## config.mk

```make
export PLATFORM = sky130hd
export DESIGN_NAME = perf_counters
export DESIGN_NICKNAME = d
export VERILOG_FILES = /design/src/rtl/perf_counters_pkg.sv /design/src/rtl/perf_ctr_cell.sv /design/src/rtl/perf_counters.sv
export SDC_FILE = /design/constraint.sdc
export NUM_CORES = 1
export LEC_CHECK = 0
export BUFFER_PORTS_ARGS = -buffer_cell sky130_fd_sc_hd__clkbuf_2
export CORE_UTILIZATION = 25
export CTS_CLUSTER_DIAMETER = 100
export DETAILED_ROUTE_END_ITERATION = 6
export PLACE_DENSITY_LB_ADDON = 0.05
export SLEW_MARGIN = 10
export SYNTH_ARGS = -nofsm -noshare
export SYNTH_HDL_FRONTEND = slang
export SYNTH_SLANG_ARGS = --single-unit
export TNS_END_PERCENT = 5
```

## constraint.sdc

```tcl
create_clock -name i_clock -period 3.65 [get_ports i_clock]
set_input_delay 0.1825 -clock i_clock [delete_from_list [all_inputs] [get_ports i_clock]]
set_output_delay 0.1825 -clock i_clock [all_outputs]
set_load 0.02 [all_outputs]
```

## src/rtl/perf_counters_pkg.sv

```systemverilog
// Shared definitions for the perf_counters block: FSM state encoding and
// the HALT opcode value.
package perf_counters_pkg;

  typedef enum logic [1:0] {
    ST_IDLE   = 2'b00,
    ST_RUN    = 2'b01,
    ST_HALTED = 2'b10
  } state_e;

  localparam int OPCODE_HALT = 0;

endpackage : perf_counters_pkg

```

## src/rtl/perf_ctr_cell.sv

```systemverilog
// perf_ctr_cell: one counter channel with enable, synchronous clear,
// wrap or saturate arithmetic and a sticky overflow flag.
// With PERF_SNAPSHOT_EN defined, the next-state values are also exported so
// the parent can capture them on the same edge they are written.
module perf_ctr_cell #(
  parameter int W        = 16,
  parameter int SATURATE = 0
) (
  input  logic         i_clock,
  input  logic         i_reset,
  input  logic         i_clear,
  input  logic         i_en,
  output logic [W-1:0] o_count,
  output logic         o_overflow
`ifdef PERF_SNAPSHOT_EN
  ,
  output logic [W-1:0] o_count_d,
  output logic         o_overflow_d
`endif
);

  localparam logic [W-1:0] MAX = '1;

  logic [W-1:0] count_q, count_d;
  logic         ovf_q,   ovf_d;

  // Next count: clear wins, otherwise increment with wrap/saturate at MAX.
  always_comb begin
    // NOTE: every output of a combinational block gets a default first so no
    // path leaves it unassigned, which is what would otherwise infer a latch.
    count_d = count_q;
    ovf_d   = ovf_q;
    if (i_clear) begin
      count_d = '0;
      ovf_d   = 1'b0;
    end else if (i_en) begin
      if (count_q == MAX) begin
        ovf_d   = 1'b1;
        count_d = (SATURATE != 0) ? MAX : '0;
      end else begin
        count_d = count_q + W'(1);
      end
    end
  end

  // Counter and flag registers with synchronous active-low reset.
  always_ff @(posedge i_clock) begin
    // NOTE: state is updated with non-blocking assignments so every flop
    // samples its inputs as they were before this edge.
    if (!i_reset) begin
      count_q <= '0;
      ovf_q   <= 1'b0;
    end else begin
      count_q <= count_d;
      ovf_q   <= ovf_d;
    end
  end

  assign o_count    = count_q;
  assign o_overflow = ovf_q;
`ifdef PERF_SNAPSHOT_EN
  assign o_count_d    = count_d;
  assign o_overflow_d = ovf_d;
`endif

endmodule : perf_ctr_cell

```

## src/rtl/perf_counters.sv

```systemverilog
// perf_counters: cycle counter (ch0) plus N_CH-1 event counters gated by an
// IDLE/RUN/HALTED measurement FSM, with a registered channel readout.
// Optional feature macro: PERF_SNAPSHOT_EN -- captures all counters and flags
// on the RUN -> HALTED edge and serves reads from that bank while HALTED.
module perf_counters
  import perf_counters_pkg::*;
#(
  parameter int CONTADOR_LENGTH = 16,
  parameter int OPCODE_LENGTH   = 5,
  parameter int N_CH            = 4,
  parameter int SATURATE        = 0
) (
  input  logic                       i_clock,
  input  logic                       i_reset,
  input  logic                       i_start,
  input  logic                       i_clear,
  input  logic                       i_valid,
  input  logic [OPCODE_LENGTH-1:0]   i_opcode,
  input  logic [N_CH-2:0]            i_event,
  input  logic [$clog2(N_CH)-1:0]    i_sel,
  output logic [CONTADOR_LENGTH-1:0] o_value,
  output logic [N_CH-1:0]            o_overflow,
  output logic [1:0]                 o_state
);

  state_e state_q, state_d;
  logic   start_ok, halt_dec, zero_ctrs, count_en;

  logic [CONTADOR_LENGTH-1:0] cnt    [N_CH];
  logic [CONTADOR_LENGTH-1:0] rd_cnt [N_CH];
  logic [N_CH-1:0]            ovf, rd_ovf, ch_inc;
  logic [CONTADOR_LENGTH-1:0] value_q, value_d;

  // Channel 0 counts every RUN cycle; channel k counts on event bit k-1.
  assign ch_inc = {i_event, 1'b1};

  // Next state and counter controls; clear > start > HALT decode.
  always_comb begin
    state_d   = state_q;
    start_ok  = i_start && (state_q != ST_RUN);
    halt_dec  = (state_q == ST_RUN) && i_valid &&
                (i_opcode == OPCODE_LENGTH'(OPCODE_HALT));
    if (i_clear)       state_d = ST_IDLE;
    else if (start_ok) state_d = ST_RUN;
    else if (halt_dec) state_d = ST_HALTED;
    zero_ctrs = i_clear || start_ok;
    count_en  = (state_q == ST_RUN) && !i_clear;
  end

  // FSM state register.
  always_ff @(posedge i_clock) begin
    if (!i_reset) state_q <= ST_IDLE;
    else          state_q <= state_d;
  end

`ifdef PERF_SNAPSHOT_EN
  logic [CONTADOR_LENGTH-1:0] cnt_nxt [N_CH];
  logic [CONTADOR_LENGTH-1:0] snap_q  [N_CH];
  logic [CONTADOR_LENGTH-1:0] snap_d  [N_CH];
  logic [N_CH-1:0]            ovf_nxt, snap_ovf_q, snap_ovf_d;
  logic                       capture;
`endif

  for (genvar k = 0; k < N_CH; k++) begin : g_ch
    perf_ctr_cell #(
      .W        (CONTADOR_LENGTH),
      .SATURATE (SATURATE)
    ) u_cell (
      .i_clock      (i_clock),
      .i_reset      (i_reset),
      .i_clear      (zero_ctrs),
      .i_en         (count_en && ch_inc[k]),
      .o_count      (cnt[k]),
      .o_overflow   (ovf[k])
`ifdef PERF_SNAPSHOT_EN
      ,
      .o_count_d    (cnt_nxt[k]),
      .o_overflow_d (ovf_nxt[k])
`endif
    );
  end

`ifdef PERF_SNAPSHOT_EN
  // Load the bank with the post-edge counter values when HALT is taken.
  always_comb begin
    capture    = (state_q == ST_RUN) && (state_d == ST_HALTED);
    snap_d     = snap_q;
    snap_ovf_d = snap_ovf_q;
    if (i_clear) begin
      for (int k = 0; k < N_CH; k++) snap_d[k] = '0;
      snap_ovf_d = '0;
    end else if (capture) begin
      snap_d     = cnt_nxt;
      snap_ovf_d = ovf_nxt;
    end
  end

  // Snapshot bank registers.
  always_ff @(posedge i_clock) begin
    // NOTE: this small register bank is reset explicitly because its contents
    // are architecturally visible; large RAM-style storage is normally left
    // unreset.
    if (!i_reset) begin
      for (int k = 0; k < N_CH; k++) snap_q[k] <= '0;
      snap_ovf_q <= '0;
    end else begin
      snap_q     <= snap_d;
      snap_ovf_q <= snap_ovf_d;
    end
  end

  // While HALTED, reads are served from the snapshot bank.
  always_comb begin
    for (int k = 0; k < N_CH; k++)
      rd_cnt[k] = (state_q == ST_HALTED) ? snap_q[k] : cnt[k];
    rd_ovf = (state_q == ST_HALTED) ? snap_ovf_q : ovf;
  end
`else
  // Reads always come from the live counters.
  always_comb begin
    for (int k = 0; k < N_CH; k++) rd_cnt[k] = cnt[k];
    rd_ovf = ovf;
  end
`endif

  // Readout mux; a select beyond the last channel reads zero.
  always_comb begin
    value_d = '0;
    for (int k = 0; k < N_CH; k++)
      if (int'(i_sel) == k) value_d = rd_cnt[k];
  end

  // One-cycle registered readout.
  always_ff @(posedge i_clock) begin
    if (!i_reset) value_q <= '0;
    else          value_q <= value_d;
  end

  assign o_value    = value_q;
  assign o_overflow = rd_ovf;
  assign o_state    = state_q;

endmodule : perf_counters
```

# [Word-level counts from Yosys, hierarchy flattened]
# Index checks and enable logic that the tools add are counted.
[op_classes] add_sub_neg=4 eq_ne=9 n_mux=10 bitwise_logic=1 reduce_logical=19
[ops] op="$mux W16" count=8
[ops] op="$add A16 B1 Y16 const B" count=4
[ops] op="$eq A16 B16 Y1 const B" count=4
[ops] op="$reduce_and A2 Y1" count=4
[ops] op="$logic_and A1 B1 Y1" count=7
[ops] op="$logic_not A5 Y1" count=1
[ops] op="$eq A2 B1 Y1 const B" count=2
[ops] op="$eq A2 B2 Y1 const B" count=2
[ops] op="$reduce_or A2 Y1" count=2
[ops] op="$reduce_or A3 Y1" count=1
[ops] op="$logic_not A2 Y1" count=1
[ops] op="$mux W1" count=2
[ops] op="$ne A2 B1 Y1 const B" count=1
[ops] op="$reduce_bool A2 Y1" count=1
[ops] op="$logic_not A1 Y1" count=1
[ops] op="$logic_or A1 B1 Y1" count=1
[ops] op="$not A1 Y1" count=1
[totals] reg_bits=86 inputBits=15 out_inout_bits=22

# [Logic depth before layout (Yosys ltp)]
[depth] ltp_word=5 depth_mapped=7 depth_no_buf=5

# [By module]
# Synthesis repeated with hierarchy kept, for this count alone.
[unflattened] cells_unflattened=421 hier_area_um2=4222.8
[by_module_without_submodules] module="perf_ctr_cell" n_inst=4 cells_per_inst=88 area_per_inst_um2=809.5 seq_area_each_um2=340.3
[by_module_without_submodules] module="perf_counters" n_inst=1 cells_per_inst=69 area_per_inst_um2=984.7 seq_area_each_um2=360.3

# [Worst setup path after synthesis]
# Ideal clock, no wire load.
[synth_path] path_type="reg-to-reg" from="reg state_q[0], in the netlist o_state[0]" to="reg g_ch[3].u_cell.count_q[0]" arrival_ps=2099 path_slack_ps=1421 path_stages_with_launch=8 n_path_buf=3 period_less_slack_ps=2229 cell_sequence="dfxtp_1 > buf_4 > or3b_1 > buf_6 > or4_4 > buf_6 > o31ai_4 > nor2_1"
[synth_via] elab_chain_cells=4 word_cells_on_any_way=7 cone_classes="eq/ne (2); reduce/logical (5)"
[synth_lines] element="start, declared" line_no="perf_counters.sv:26" text="state_e state_q, state_d;"
[synth_lines] element="start signal, assigned" line_no="perf_counters.sv:53" text="else state_q <= state_d;"
[synth_lines] element="$ne A2 B1 Y1" line_no="perf_counters.sv:40" text="start_ok = i_start && (state_q != ST_RUN);"
[synth_lines] element="$logic_and A1 B1 Y1" line_no="perf_counters.sv:40"
[synth_lines] element="$logic_or A1 B1 Y1" line_no="perf_counters.sv:46" text="zero_ctrs = i_clear || start_ok;"
[synth_lines] element="$reduce_or A2 Y1 (no source line)"
[synth_lines] element="end signal, assigned" line_no="perf_ctr_cell.sv:54" text="count_q <= count_d;"
[synth_lines] element="end, declared" line_no="perf_ctr_cell.sv:24" text="logic [W-1:0] count_q, count_d;"
# Several ways; a longest one is shown, not always the timed one.
# A chain may end at the register's enable or synchronous reset.

# [Worst setup path in the final report]
[layout_path] from="reg state_q[0], in the netlist o_state[0]" to="reg g_ch[2].u_cell.count_q[5]"
[layout_via] elab_chain_cells=4 word_cells_on_any_way=7 cone_classes="eq/ne (2); reduce/logical (5)"
[layout_lines] element="$ne A2 B1 Y1" line_no="perf_counters.sv:40"
[layout_lines] element="$logic_and A1 B1 Y1" line_no="perf_counters.sv:40"
[layout_lines] element="$logic_or A1 B1 Y1" line_no="perf_counters.sv:46"
[layout_lines] element="$reduce_or A2 Y1 (no source line)"
[layout_lines] element="end signal, assigned" line_no="perf_ctr_cell.sv:54"
[layout_lines] element="end, declared" line_no="perf_ctr_cell.sv:24"
# Several ways; a longest one is shown, not always the timed one.

==> flow_summary.ini <==
[cells_and_area]
fin_cells = 680
stdcell_area_mm2 = 0.004727
final_nets = 478
layout_cells_sized_above_1 = 0.1595
flow.area_growth_from_synthesis_pct = 16.60
final.fill_count = 1690
layout_common_cells = dfxtp_1 (86), nor2_1 (44), clkbuf_2 (36), nand2_1 (25)
final_common_cell = dfxtp_1
insertedDiodeCount = 0

[global_routing]
globalRouteMet1Util = 0.1989
grt_pass1_wl_um = 18080
largest_net_degree_at_the_start_of_global_routing = 25
gr-max-usage-layer = met2
grt.total_usage = 0.1469
antenna_found_initial = 0
grt_pass1_vias = 3105
grt.met2_usage = 0.2290
aggregate_global_routing_overflow = 0
grtUsageMet3 = 0.03303

[synthesis]
synth.distinct_cells = 45
ys_top_cells_by_area = dfxtp_1 (42%), mux4_2 (8.9%), xnor2_1 (5.2%)
ys_seq_elements = 86
netlist.top_cell.by_area = dfxtp_1
synth_cell_area_mm2 = 0.004054
netlist.area_leader.share = 0.4247
synth_sequential_area_ratio = 0.4247
synthesis.area_per_instance_um2 = 9.384
syn_nets = 451
syn_inst = 432
synth.yosys.warnings = 0

[job]
max_cap_violations = 0

[sta]
final-hold-violation-count = 0
setup_viol_count_final = 0
skew_ns = 0.005288
finalMaxSlewViolations = 0
post_route_fraction_of_the_period_consumed_by_the_critical_path = 0.6700
timing.max_slew.rel_slack = 0.3303
timing.hold.ws_ns = 0.1427
setup-tns-final_ns = 0
grt_setup_unrepaired = no
final.min_clock_period_ns = 2.446
fmaxAchievable_mhz = 408.9
worst_pin_slew_ns = 0.9911

[die]
rows = 46
floorplan.die.height_um = 129.3
floorplan.die_area_mm2 = 0.01673
top_level_ports = 37
fp.dieW_um = 129.3
coreArea_mm2 = 0.01589
initial_core_util = 0.2552

[placed_design]
routabilityCongestion = 0.7313
place_area_mm2 = 0.004405
io_buffer_count = 36
dpl.cell_count = 664
dpl.hpwl_um = 8354

[cts]
ctsResizeCount = 0
postCtsSetupRepairBufs = 0
h-tree-depth = 3
cts_hold_repair.buffers = 0
cts_tree = built
clkLatencyLatePin_ns = 0.34
cts.clk_slew.worst_paths_ns = 0.06
clock_path_buffers = 2
cts_buffers = 9
cts.sinks = 86
cts.root.buffer_cell = clkbuf_16

[routing]
route.vias.total = 3203
detail_route.first_pass.iterations = 5
drt_first_iter_violations = 186
detail_route.wl_per_cell_um = 16.24
via_per_inst = 4.710
final_antenna_net_count = 0
drt_wl_total_um = 11040
drt_drc_violations_left = 0

[setup_path]
critical_path.startpoint_type = register
worstPathMaxFanout = 12
crit_arrival_ns = 2.66
critPathRequiredTime_ns = 3.87
crit_type = register to register
worst_setup_path_end_kind = register

[power_and_ir_drop]
p_leak_nw = 1.477
max-vdd-ir-drop_uv = 210.6
total_power_mw = 1.977
cell_area_power_density_mw_per_mm2 = 418.2

[hold_path]
min_path_type = input pin to register

[run_status]
run_status = finished clean
==> registers in the layout (all words and copies together), names as in the netlist <==
register	flops
o_state	2
o_value	16
g_ch.u_cell.o_count	64
g_ch.u_cell.o_overflow	4
==> routing by layer <==
layer | wire length, µm | vias up
met2 | 5163 | 30
li1 | - | 1618
met1 | 5468 | 1540
met4 | 147 | 0
met3 | 262 | 15
met5 | 0 | -
==> cell usage after synthesis, drive strengths merged <==
cell,number
a21bo,1
a21o,2
a21oi,24
a311o,1
a31oi,2
and2,17
and3,8
and4,2
buf,9
clkbuf,14
dfxtp,86
ha,4
inv,7
mux2i,5
mux4,16
nand2,25
nand2b,2
nand3,22
nand3b,1
nand4,17
nand4b,1
nand4bb,3
nor2,44
nor2b,1
nor3,15
nor3b,1
nor4,15
nor4b,1
nor4bb,2
o211ai,1
o21a,4
o21ai,21
o31a,1
o31ai,1
or3,12
or3b,1
or4,6
xnor2,24
xor2,13
==> metrics by stage <==
| stage | util | setup WS [ns] |
|---|---|---|
| 2_1_floorplan | - | 1.421 |
| 3_3_place_gp | 0.2773 | 1.283 |
| 3_5_place_dp | 0.2773 | 1.214 |
| 4_1_cts | 0.2976 | 1.209 |
| 5_1_grt | 0.2976 | 0.9795 |
| 6_report | 0.2976 | 1.204 |
==> worst max-delay path, cell delays in order, from the launching register on <==
cell	delay, ns
dfxtp_1	0.53
nand4bb_1	0.49
or4_1	0.78
o21ai_2	0.42
nor2_1	0.10
==> worst paths after layout <==
| check | slack, ns | to | from | cells past startpoint |
|---|---|---|---|---|
| worst max-delay path | 1.20 | g_ch[2].u_cell.o_count[5] | o_state[0] | 4 |
| worst min-delay path | 0.14 | o_state[0] | i_start | 3 |
| worst max register to register | 1.20 | g_ch[2].u_cell.o_count[5] | o_state[0] | 4 |
| worst min register to register | 0.46 | g_ch[2].u_cell.o_overflow | g_ch[2].u_cell.o_overflow | 1 |
==> report_power, final <==
part / switching [mW] / internal [mW] / total [mW]
clock network: 0.374 / 0.606 / 0.980
registers: 0.00204 / 0.939 / 0.941
logic: 0.0359 / 0.0196 / 0.0555
total: 0.412 / 1.56 / 1.98
==> layout make-up <==
cell class / instances / area [µm²] / area share
clock inverter: 2 / 37.54 / 0.007941
timing repair buffer: 39 / 202.7 / 0.04288
inverter: 7 / 26.28 / 0.005559
clock buffer: 14 / 284.0 / 0.06008
multi-input combinational: 316 / 2185 / 0.4622
tap: 216 / 270.3 / 0.05717
sequential: 86 / 1722 / 0.3642
==> logic make-up (layout without fill, tap and decap cells) <==
logic type	count (synthesis)	in the layout	share of synthesized area
flip-flops	86	86	0.4247
AND/OR/NAND/NOR	196	196	0.2605
multiplexers	21	21	0.1012
AO/OA/AOI/OAI	58	58	0.08488
buffers and inverters	30	62	0.03642
XOR/XNOR	37	37	0.07994
adder cells (fa/ha/maj)	4	4	0.01235
Note: power is estimated with default switching activity, not from simulation.
